[src/rtl/ir_fetch_pipe.sv]
// Instruction fetch and IR1..IR4 shift pipeline for the 8-bit pipelined core.
// Handles branch redirect/squash, front-end stall bubbles and memory-wait bubbles.
module ir_fetch_pipe #(
  parameter int          PC_W      = 8,
  parameter logic [PC_W-1:0] RESET_PC = '0,
  parameter logic [7:0]  NOP_INSTR = 8'h0A,
  parameter int          CNT_W     = 16
) (
  input  logic             clock,
  input  logic             reset_n,
  output logic [PC_W-1:0]  imem_addr,
  output logic             imem_req,
  input  logic [7:0]       imem_rdata,
  input  logic             imem_ready,
  input  logic             branchctrl,
  input  logic             PCSel,
  input  logic [PC_W-1:0]  branch_target,
  input  logic             stall,
  output logic [7:0]       ir1,
  output logic [7:0]       ir2,
  output logic [7:0]       ir3,
  output logic [7:0]       ir4,
  output logic [PC_W-1:0]  pc2,
  output logic [PC_W-1:0]  pc3,
  output logic [CNT_W-1:0] retire_count
);

  // Fetch handshake: imem_req is high whenever the front end can accept a byte;
  // a byte is consumed on an edge only when imem_req and imem_ready are both high.
  // imem_rdata is never looked at otherwise, so garbage/X cannot enter ir1.
  logic             taken;
  logic [PC_W-1:0]  pc_q, pc_d;
  logic [PC_W-1:0]  pc1_q, pc1_d;
  logic [PC_W-1:0]  pc2_q, pc2_d;
  logic [PC_W-1:0]  pc3_q, pc3_d;
  logic [7:0]       ir1_q, ir1_d;
  logic [7:0]       ir2_q, ir2_d;
  logic [7:0]       ir3_q, ir3_d;
  logic [7:0]       ir4_q, ir4_d;
  logic [CNT_W-1:0] cnt_q, cnt_d;

  // Either control line alone low is treated as a taken branch.
  assign taken    = ~branchctrl | ~PCSel;
  assign imem_req = reset_n & ~taken & ~stall;

  always_comb begin
    pc_d  = pc_q;
    pc1_d = pc1_q;
    pc2_d = pc2_q;
    pc3_d = pc3_q;
    ir1_d = ir1_q;
    ir2_d = ir2_q;
    ir3_d = ir3_q;
    ir4_d = ir4_q;
    if (taken) begin
      pc_d  = branch_target;
      pc1_d = branch_target;
      pc2_d = branch_target;
      pc3_d = branch_target;
      ir1_d = NOP_INSTR;
      ir2_d = NOP_INSTR;
      ir3_d = NOP_INSTR;
      ir4_d = NOP_INSTR;
    end else if (stall) begin
      // Front end holds; a bubble enters ir3 while ir3 drains into ir4.
      ir3_d = NOP_INSTR;
      ir4_d = ir3_q;
    end else begin
      ir2_d = ir1_q;
      ir3_d = ir2_q;
      ir4_d = ir3_q;
      pc2_d = pc1_q;
      pc3_d = pc2_q;
      if (imem_ready) begin
        ir1_d = imem_rdata;
        pc1_d = pc_q;
        pc_d  = pc_q + PC_W'(1);
      end else begin
        ir1_d = NOP_INSTR;
      end
    end
  end

  // Counted as an instruction lands in ir4; squashed ones never get there.
  always_comb begin
    cnt_d = cnt_q;
    if (ir4_d != NOP_INSTR) begin
      cnt_d = cnt_q + CNT_W'(1);
    end
  end

  always_ff @(posedge clock or negedge reset_n) begin
    if (!reset_n) begin
      pc_q  <= RESET_PC;
      pc1_q <= RESET_PC;
      pc2_q <= RESET_PC;
      pc3_q <= RESET_PC;
      ir1_q <= NOP_INSTR;
      ir2_q <= NOP_INSTR;
      ir3_q <= NOP_INSTR;
      ir4_q <= NOP_INSTR;
      cnt_q <= '0;
    end else begin
      pc_q  <= pc_d;
      pc1_q <= pc1_d;
      pc2_q <= pc2_d;
      pc3_q <= pc3_d;
      ir1_q <= ir1_d;
      ir2_q <= ir2_d;
      ir3_q <= ir3_d;
      ir4_q <= ir4_d;
      cnt_q <= cnt_d;
    end
  end

  assign imem_addr    = pc_q;
  assign ir1          = ir1_q;
  assign ir2          = ir2_q;
  assign ir3          = ir3_q;
  assign ir4          = ir4_q;
  assign pc2          = pc2_q;
  assign pc3          = pc3_q;
  assign retire_count = cnt_q;

endmodule

[config.mk]
export PLATFORM = sky130hd
export DESIGN_NAME = ir_fetch_pipe
export DESIGN_NICKNAME = d
export VERILOG_FILES = /design/src/rtl/ir_fetch_pipe.sv
export SDC_FILE = /design/constraint.sdc
export NUM_CORES = 1
export LEC_CHECK = 0
export CORE_ASPECT_RATIO = 0.7
export CORE_MARGIN = 2
export CORE_UTILIZATION = 45
export CTS_CLUSTER_SIZE = 12
export DETAILED_ROUTE_END_ITERATION = 8
export PLACE_DENSITY = 0.76
export SLEW_MARGIN = 20
export SYNTH_ARGS = -nofsm -noshare
export SYNTH_HDL_FRONTEND = slang
export SYNTH_SLANG_ARGS = --single-unit
[constraint.sdc]
create_clock -name clock -period 2 [get_ports clock]
set_input_delay 0.2 -clock clock [delete_from_list [all_inputs] [get_ports clock]]
set_output_delay 0.2 -clock clock [all_outputs]
set_load 0.02 [all_outputs]
After elaboration in Yosys (flattened, before gate mapping)
Cells that the tools add are included.

word-level totals
  memory bits (read-only) = 0
  bits of input ports = 22
  bits in latches = 0
  register bits = 80
  memories = 0
  RAM bits = 0
  output and inout port bits = 73
  logic and storage cells = 40

operators by class
  div/mod/pow operators = 0
  shift operators = 0
  reduce and logical (&&, ||, !) cells = 2
  equal/unequal tests = 2
  add/sub/neg operators = 2
  bitwise gates (word level) = 7
  $lt $le $gt $ge = 0
  multiplexer cells = 18
  multiply operators = 0

operator list
  cell                   number
  $mux 8                 18
  $add 16x1->16 const B  1
  $add 8x1->8 const B    1
  $ne 8x4->1 const B     1
  $not 1->1              4
  $and 1x1->1            2
  $ne 2x1->1 const B     1
  $reduce_and 2->1       1
  $reduce_bool 2->1      1
  $or 1x1->1             1

Longest topological paths before layout
Gate-level depths: netlist (run 1).

  depth in word-level cells = 5
  mapped depth = 5
  depth with buffers taken out = 4

Worst setup path after synthesis (run 1)
OpenSTA, ideal clock, no wires.

  path kind = reg-to-reg
  from = reg ir3_q[1], in the netlist ir3[1]
  to = reg cnt_q[3], in the netlist retire_count[3]
  period minus slack after synthesis = 1.764 ns
  required time = 1.867 ns
  stages on the path, launching flop included = 5
  arrival = 1.631 ns
  path slack = 0.236 ns
  cells stage by stage = dfstp_2 -> or4b_4 -> o21a_4 -> and3_1 -> xor2_1

on the way
  cells in the longest elaborated chain, start to end = 2

RTL lines
  element                   RTL line  RTL
  start: declaration        38        logic [7:0] ir3_q, ir3_d;
  start signal: assignment  110       ir3_q <= ir3_d;
  $mux 8                    55        if (taken) begin
  $ne 8x4->1                87        if (ir4_d != NOP_INSTR) begin
  end signal: assignment    112       cnt_q <= cnt_d;
  end: declaration          40        logic [CNT_W-1:0] cnt_q, cnt_d;

Every way passes these cells.
A chain may end at the register's enable or synchronous reset.

Worst setup path after layout (run 1)
  from = in PCSel
  to = out imem_req

on the way
  cells in the longest elaborated chain, start to end = 5

RTL lines
  element                   RTL line  RTL
  start: declaration        16        input logic PCSel,
  $not 1->1                 43        assign taken = ~branchctrl | ~PCSel;
  $or 1x1->1                43
  $not 1->1                 44        assign imem_req = reset_n & ~taken & ~stall;
  $and 1x1->1 (2 in a row)  44
  end: declaration          12        output logic imem_req,

Every way passes these cells.

==> results of run 1 <==
==> metal layers <==
| metal | routed length [µm] | share of wire | vias to the layer above |
|---|---|---|---|
| li1 | - | - | 1223 |
| met1 | 3600 | 0.49 | 1221 |
| met2 | 3390 | 0.46 | 53 |
| met3 | 241 | 0.033 | 6 |
| met4 | 74 | 0.010 | 0 |
| met5 | 0 | 0 | - |
==> placed cells by master (no fill, tap or decap), types with 4 or more instances in the layout <==
| cell type | n |
|---|---|
| a21oi_1 | 30 |
| nand3_1 | 4 |
| nor2_1 | 30 |
| clkdlybuf4s50_1 | 92 |
| and3_1 | 9 |
| and2_1 | 7 |
| dfstp_2 | 8 |
| nand2b_1 | 4 |
| nand2_1 | 30 |
| nor2b_1 | 4 |
| xnor2_1 | 14 |
| clkbuf_8 | 11 |
| a31oi_1 | 8 |
| mux2i_1 | 24 |
| nand4_1 | 7 |
| xor2_1 | 8 |
| buf_4 | 9 |
| dfrtp_1 | 72 |
==> per-stage QoR <==
stage | total power, mW | setup slack (ns) | instances
2_1_floorplan | 1.98 | 0.236 | 296
3_3_place_gp | 2.20 | 0.207 | 483
3_5_place_dp | 2.21 | 0.174 | 483
4_1_cts | 3.28 | 0.167 | 499
5_1_grt | 3.40 | 0.0713 | 499
6_report | 3.24 | 0.179 | 499
==> worst paths after layout <==
check,startpoint,to,slack [ns],cells past startpoint
max,PCSel,imem_req,0.18,5
min,reset_n,ir2[0],0.11,2
max reg2reg,ir3[1],retire_count[3],0.27,4
min reg2reg,retire_count[15],retire_count[15],0.48,1
max in group asynchronous,reset_n,pc1_q[5],1.27,2
min in group clock,stall,ir2[3],0.31,3
==> report_power, final <==
group          total (mW)  internal (mW)  switching [mW]
combinational       0.436          0.203           0.233
clock                1.07          0.519           0.546
sequential           1.74           1.68          0.0570
total                3.24           2.40           0.836
==> layout make-up <==
class,instances,area share
sequential,80,0.435
timing repair buffer,103,0.219
clock buffer,12,0.0335
multi-input combinational,202,0.280
clock inverter,4,0.00622
tap,98,0.0265
==> logic make-up (layout without fill, tap and decap cells) <==
group,after synthesis,in the layout
buf+inv,14,119
compound gates,44,44
flops,80,80
simple gates,109,109
mux,25,25
fa+ha+maj,2,2
xor+xnor,22,22
==> flip-flops by register name, indices dropped and copies added (netlist names) <==
name and flops:
pc1_q 8, ir1 8, ir4 8, retire_count 16
ir2 8, imem_addr 8, pc2 8, ir3 8
pc3 8
==> flow_metrics.py, run 1 <==
metrics = {
    "clock_network": {
        "clk_pin_slew_worst_paths_ns": 0.08,
        "cts_buffers": 9,
        "hold_buffers": 0,
        "cts.sinks": 80,
        "postCtsResizedCells": 0,
        "cts_root_buffer": "clkbuf_8",
        "clock_path_buffers": 2,
        "insertion_delay_ns": 0.33,
        "cts_tree": "done",
        "h-tree-depth": 3,
        "post_cts_buffers": 0,
    },
    "floorplan": {
        "die_h_um": 76.4,
        "dieWidth_um": 107,
        "ios": 95,
        "rows": 26,
        "fp.coreArea_um2": 7290,
        "start_util": 0.462,
        "die-area_um2": 8200,
    },
    "min_path": {
        "min_path_type": "in -> async",
    },
    "global_routing": {
        "antenna_found_initial": 0,
        "grt-ovfl-total": 0,
        "grt_pass1_vias": 2497,
        "busiest_layer": "met2",
        "use_met1": 0.266,
        "track_usage": 0.186,
        "met2_usage": 0.285,
        "grt_pass1_wl_um": 12100,
        "use_met3": 0.0445,
        "grt_max_degree": 81,
    },
    "synth": {
        "synth.most_common_cell": "dfrtp_1",
        "ys_ff_latch": 80,
        "yosys.area_share.simple": 0.164,
        "netlist.area_leader.share": 0.535,
        "synthAdderAreaFrac": 0.00743,
        "synth_top_family_by_area": "simple AND/OR/NAND/NOR gates",
        "synthTopCellsByArea": "dfrtp_1, mux2i_1, dfstp_2",
        "yosys_warnings": 0,
        "synth_cells": 296,
        "synthesis.nets": 320,
        "muxShareOfSynthArea": 0.0758,
        "yosys.area.top_type": "dfrtp_1",
        "synth_cell_types": 33,
        "synth_compound_gate_area_share": 0.0806,
        "ys_seq_area_frac": 0.598,
        "synth-edff-count": 0,
        "synthTopCellsByCount": "dfrtp_1, a21oi_1, nand2_1, nor2_1, mux2i_1",
        "ys_async_sr_fraction": 1.00,
        "syn_area_um2": 3370,
        "synth-main-ff-cell": "dfrtp_1",
        "synth_xor_xnor_area_share": 0.0572,
        "postSynthAreaPerCell_um2": 11.4,
    },
    "setup_path": {
        "startpoint_type": "input pin",
        "crit_type": "in -> out",
        "critPathBufInv": 2,
        "required_ns": 1.80,
        "cp_max_fo": 2,
        "cpPeakStageDelay_ns": 0.59,
        "cpMostUsedCell": "clkdlybuf4s50_1",
        "arrival_ns": 1.62,
        "critPathTopFamily": "buffers and inverters",
        "cpMaxStageDelayCell": "clkdlybuf4s50_1",
        "worstPathCellList": "clkdlybuf4s50_1 > nand2_1 > nor2_1 > and2_1 > clkdlybuf4s50_1",
        "crit_path_end_kind": "primary output",
    },
    "place": {
        "place_area_um2": 4440,
        "io_buffer_count": 94,
        "hpwl_um": 5250,
        "gp_congestion": 0.796,
    },
    "routing": {
        "drt-pass1-iter-count": 4,
        "routed_wirelength_um": 7300,
        "drt_iter0_drc": 70,
        "vias": 2503,
        "antenna_left": 0,
        "wl_per_cell_um": 14.6,
        "via_per_inst": 5.02,
        "detail_route.drc_violations": 0,
    },
    "finish": {
        "final.fill_count": 604,
        "multi_input_area_um2": 1300,
        "drive_gt1_frac": 0.107,
        "post-route-cell-area_um2": 4630,
        "seq_area_um2": 2010,
        "area.growth.synth_to_final_pct": 37.5,
        "diodes": 0,
        "final_core_util": 0.635,
        "final_nets": 420,
    },
    "timing": {
        "timing.hold.ws_ns": 0.108,
        "report.final.slew_viol_count": 0,
        "rsz0062_at_grt": "false",
        "fmax_mhz": 549,
        "tns_ns": 0,
        "worstMarginPinSlew_ns": 0.963,
        "fin_crit_ns": 1.82,
        "setup_viol_count_final": 0,
        "hold_viol_final": 0,
        "relSlewSlack": 0.358,
        "post-route-period-util": 0.910,
        "skew_ns": 0.00782,
    },
    "power_and_ir_drop": {
        "p_leak_nw": 2.04,
        "ir_worst_vdd_uv": 347,
        "p_per_area_nw_per_um2": 700,
    },
    "status": {
        "status": "complete, no violations",
    },
    "run": {
        "drv_cap": 0,
    },
}
Note: power is estimated with default switching activity, not from simulation.
==> inputs of run 2 (changes only) <==
--- a/config.mk
+++ b/config.mk
@@ -6,7 +6,7 @@
 export NUM_CORES = 1
 export LEC_CHECK = 0
 export CORE_ASPECT_RATIO = 0.7
-export CORE_MARGIN = 2
+export CORE_MARGIN = 4
 export CORE_UTILIZATION = 45
 export CTS_CLUSTER_SIZE = 12
 export DETAILED_ROUTE_END_ITERATION = 8
==> flow_metrics.py, run 2 (same netlist as run 1, synthesis figures left out) <==
metrics = {
    "status": {
        "status": "complete, no violations",
    },
    "timing": {
        "worstMarginPinSlew_ns": 0.471,
        "setup_viol_count_final": 0,
        "rsz0062_at_grt": "false",
        "post-route-period-util": 0.939,
        "tns_ns": 0,
        "fmax_mhz": 532,
        "fin_crit_ns": 1.88,
        "hold_viol_final": 0,
        "skew_ns": 0.00454,
        "relSlewSlack": 0.686,
        "report.final.slew_viol_count": 0,
    },
    "floorplan": {
        "fp.coreArea_um2": 7290,
        "die-area_um2": 8950,
        "start_util": 0.462,
        "dieWidth_um": 111,
        "rows": 26,
        "ios": 95,
        "die_h_um": 80.4,
    },
    "power_and_ir_drop": {
        "switching_share": 0.254,
        "p_leak_nw": 2.06,
        "p_sw_mw": 0.851,
        "ir_worst_vdd_uv": 394,
        "p_per_area_nw_per_um2": 718,
        "p_clk_frac": 0.348,
        "intPower_mw": 2.50,
        "pwr-share-seq": 0.519,
        "power_frac_comb": 0.132,
    },
    "clock_network": {
        "postCtsResizedCells": 0,
        "clock_path_buffers": 2,
        "insertion_delay_ns": 0.34,
        "cts_tree": "done",
        "cts_root_buffer": "clkbuf_8",
        "cts_buffers": 9,
        "clk_pin_slew_worst_paths_ns": 0.07,
        "h-tree-depth": 3,
        "cts.sinks": 80,
    },
    "global_routing": {
        "grt_pass1_vias": 2540,
        "grt_pass1_wl_um": 13000,
        "antenna_found_initial": 0,
        "grt-ovfl-total": 0,
        "track_usage": 0.185,
        "grt_max_degree": 46,
    },
    "finish": {
        "area.growth.synth_to_final_pct": 38.6,
        "final_cells": 502,
        "diodes": 0,
        "largest_register_ff_count": 16,
        "mostFrequentLayoutCell": "clkdlybuf4s50_1",
        "final.fill_count": 626,
        "final_nets": 423,
        "final_cell_mix": "clkdlybuf4s50_1, dfrtp_1, nand2_1, nor2_1, a21oi_1",
        "drive_gt1_frac": 0.111,
    },
    "setup_path": {
        "r2r_cells": 4,
        "crit_type": "in -> out",
        "arrival_ns": 1.68,
        "startpoint_type": "input pin",
        "required_ns": 1.80,
        "cp_max_fo": 10,
        "crit_path_end_kind": "primary output",
    },
    "routing": {
        "vias": 2543,
        "detail_route.drc_violations": 0,
        "drt_iter0_drc": 57,
        "wl_per_cell_um": 15.4,
        "via_per_inst": 5.07,
        "routed_wirelength_um": 7720,
        "antenna_left": 0,
        "drt-pass1-iter-count": 6,
    },
    "min_path": {
        "min_path_type": "in -> async",
    },
    "place": {
        "dp.cells": 485,
        "io_buffer_count": 94,
        "hpwl_um": 5720,
        "gp_congestion": 0.812,
    },
    "run": {
        "drv_cap": 0,
    },
}
[run 2: repair_timing]
action,4_1_cts,5_1_grt
hold buffers,1,0
endpoints found under the hold margin,7,0
setup buffers,0,0
[run 2: cell type report]
type,count,area [µm²],share of cell area
Clock inverter,5,56.3,0.0121
Timing Repair Buffer,106,1040,0.223
Tap cell,98,123,0.0263
Clock buffer,11,141,0.0303
Sequential cell,80,2010,0.431
Multi-Input combinational cell,202,1300,0.278
[run 2: critical path, stage by stage]
cell and delay, ns:
dlygate4sd3_1 0.53, buf_4 0.20, and2_1 0.15, clkdlybuf4s50_1 0.60
[run 2: per-stage QoR]
step	power [mW]	util	setup WS [ns]	area, µm²	hold slack (ns)
3_3_place_gp	2.21	0.612	0.205	4460	0.0437
4_1_cts	3.39	0.640	0.115	4670	0.206
3_5_place_dp	2.22	0.612	0.169	4460	0.0427
6_report	3.35	0.640	0.122	4670	0.226
5_1_grt	3.51	0.640	0.0591	4670	0.210
2_1_floorplan	1.98	-	0.236	3370	-0.0956
[run 2: final timing paths]
| path | start | to | slack [ns] |
|---|---|---|---|
| min in group clock | stall | ir2[3] | 0.31 |
| max in group asynchronous | reset_n | ir2[3] | 1.06 |
| worst max register to register | ir3[1] | retire_count[3] | 0.28 |
| worst min register to register | retire_count[15] | retire_count[15] | 0.48 |
| worst min-delay path | reset_n | pc2[4] | 0.23 |
| worst max-delay path | reset_n | imem_req | 0.12 |
[run 2: layer usage]
metal  up-vias  GRT usage  part of all wire
li1       1233          -                 -
met1      1234      0.249              0.46
met2        67      0.295              0.47
met3         9     0.0497             0.055
met4         0     0.0583             0.012
met5         -          0                 0
[run 2: power groups by stage]
| stage | registers, mW | logic [mW] | clock network, mW |
|---|---|---|---|
| floorplan | 1.82 | 0.158 | 0 |
| global placement | 1.77 | 0.440 | 0 |
| detailed placement | 1.77 | 0.448 | 0 |
| CTS | 1.74 | 0.451 | 1.20 |
| global route | 1.75 | 0.488 | 1.28 |
| finish | 1.74 | 0.444 | 1.17 |
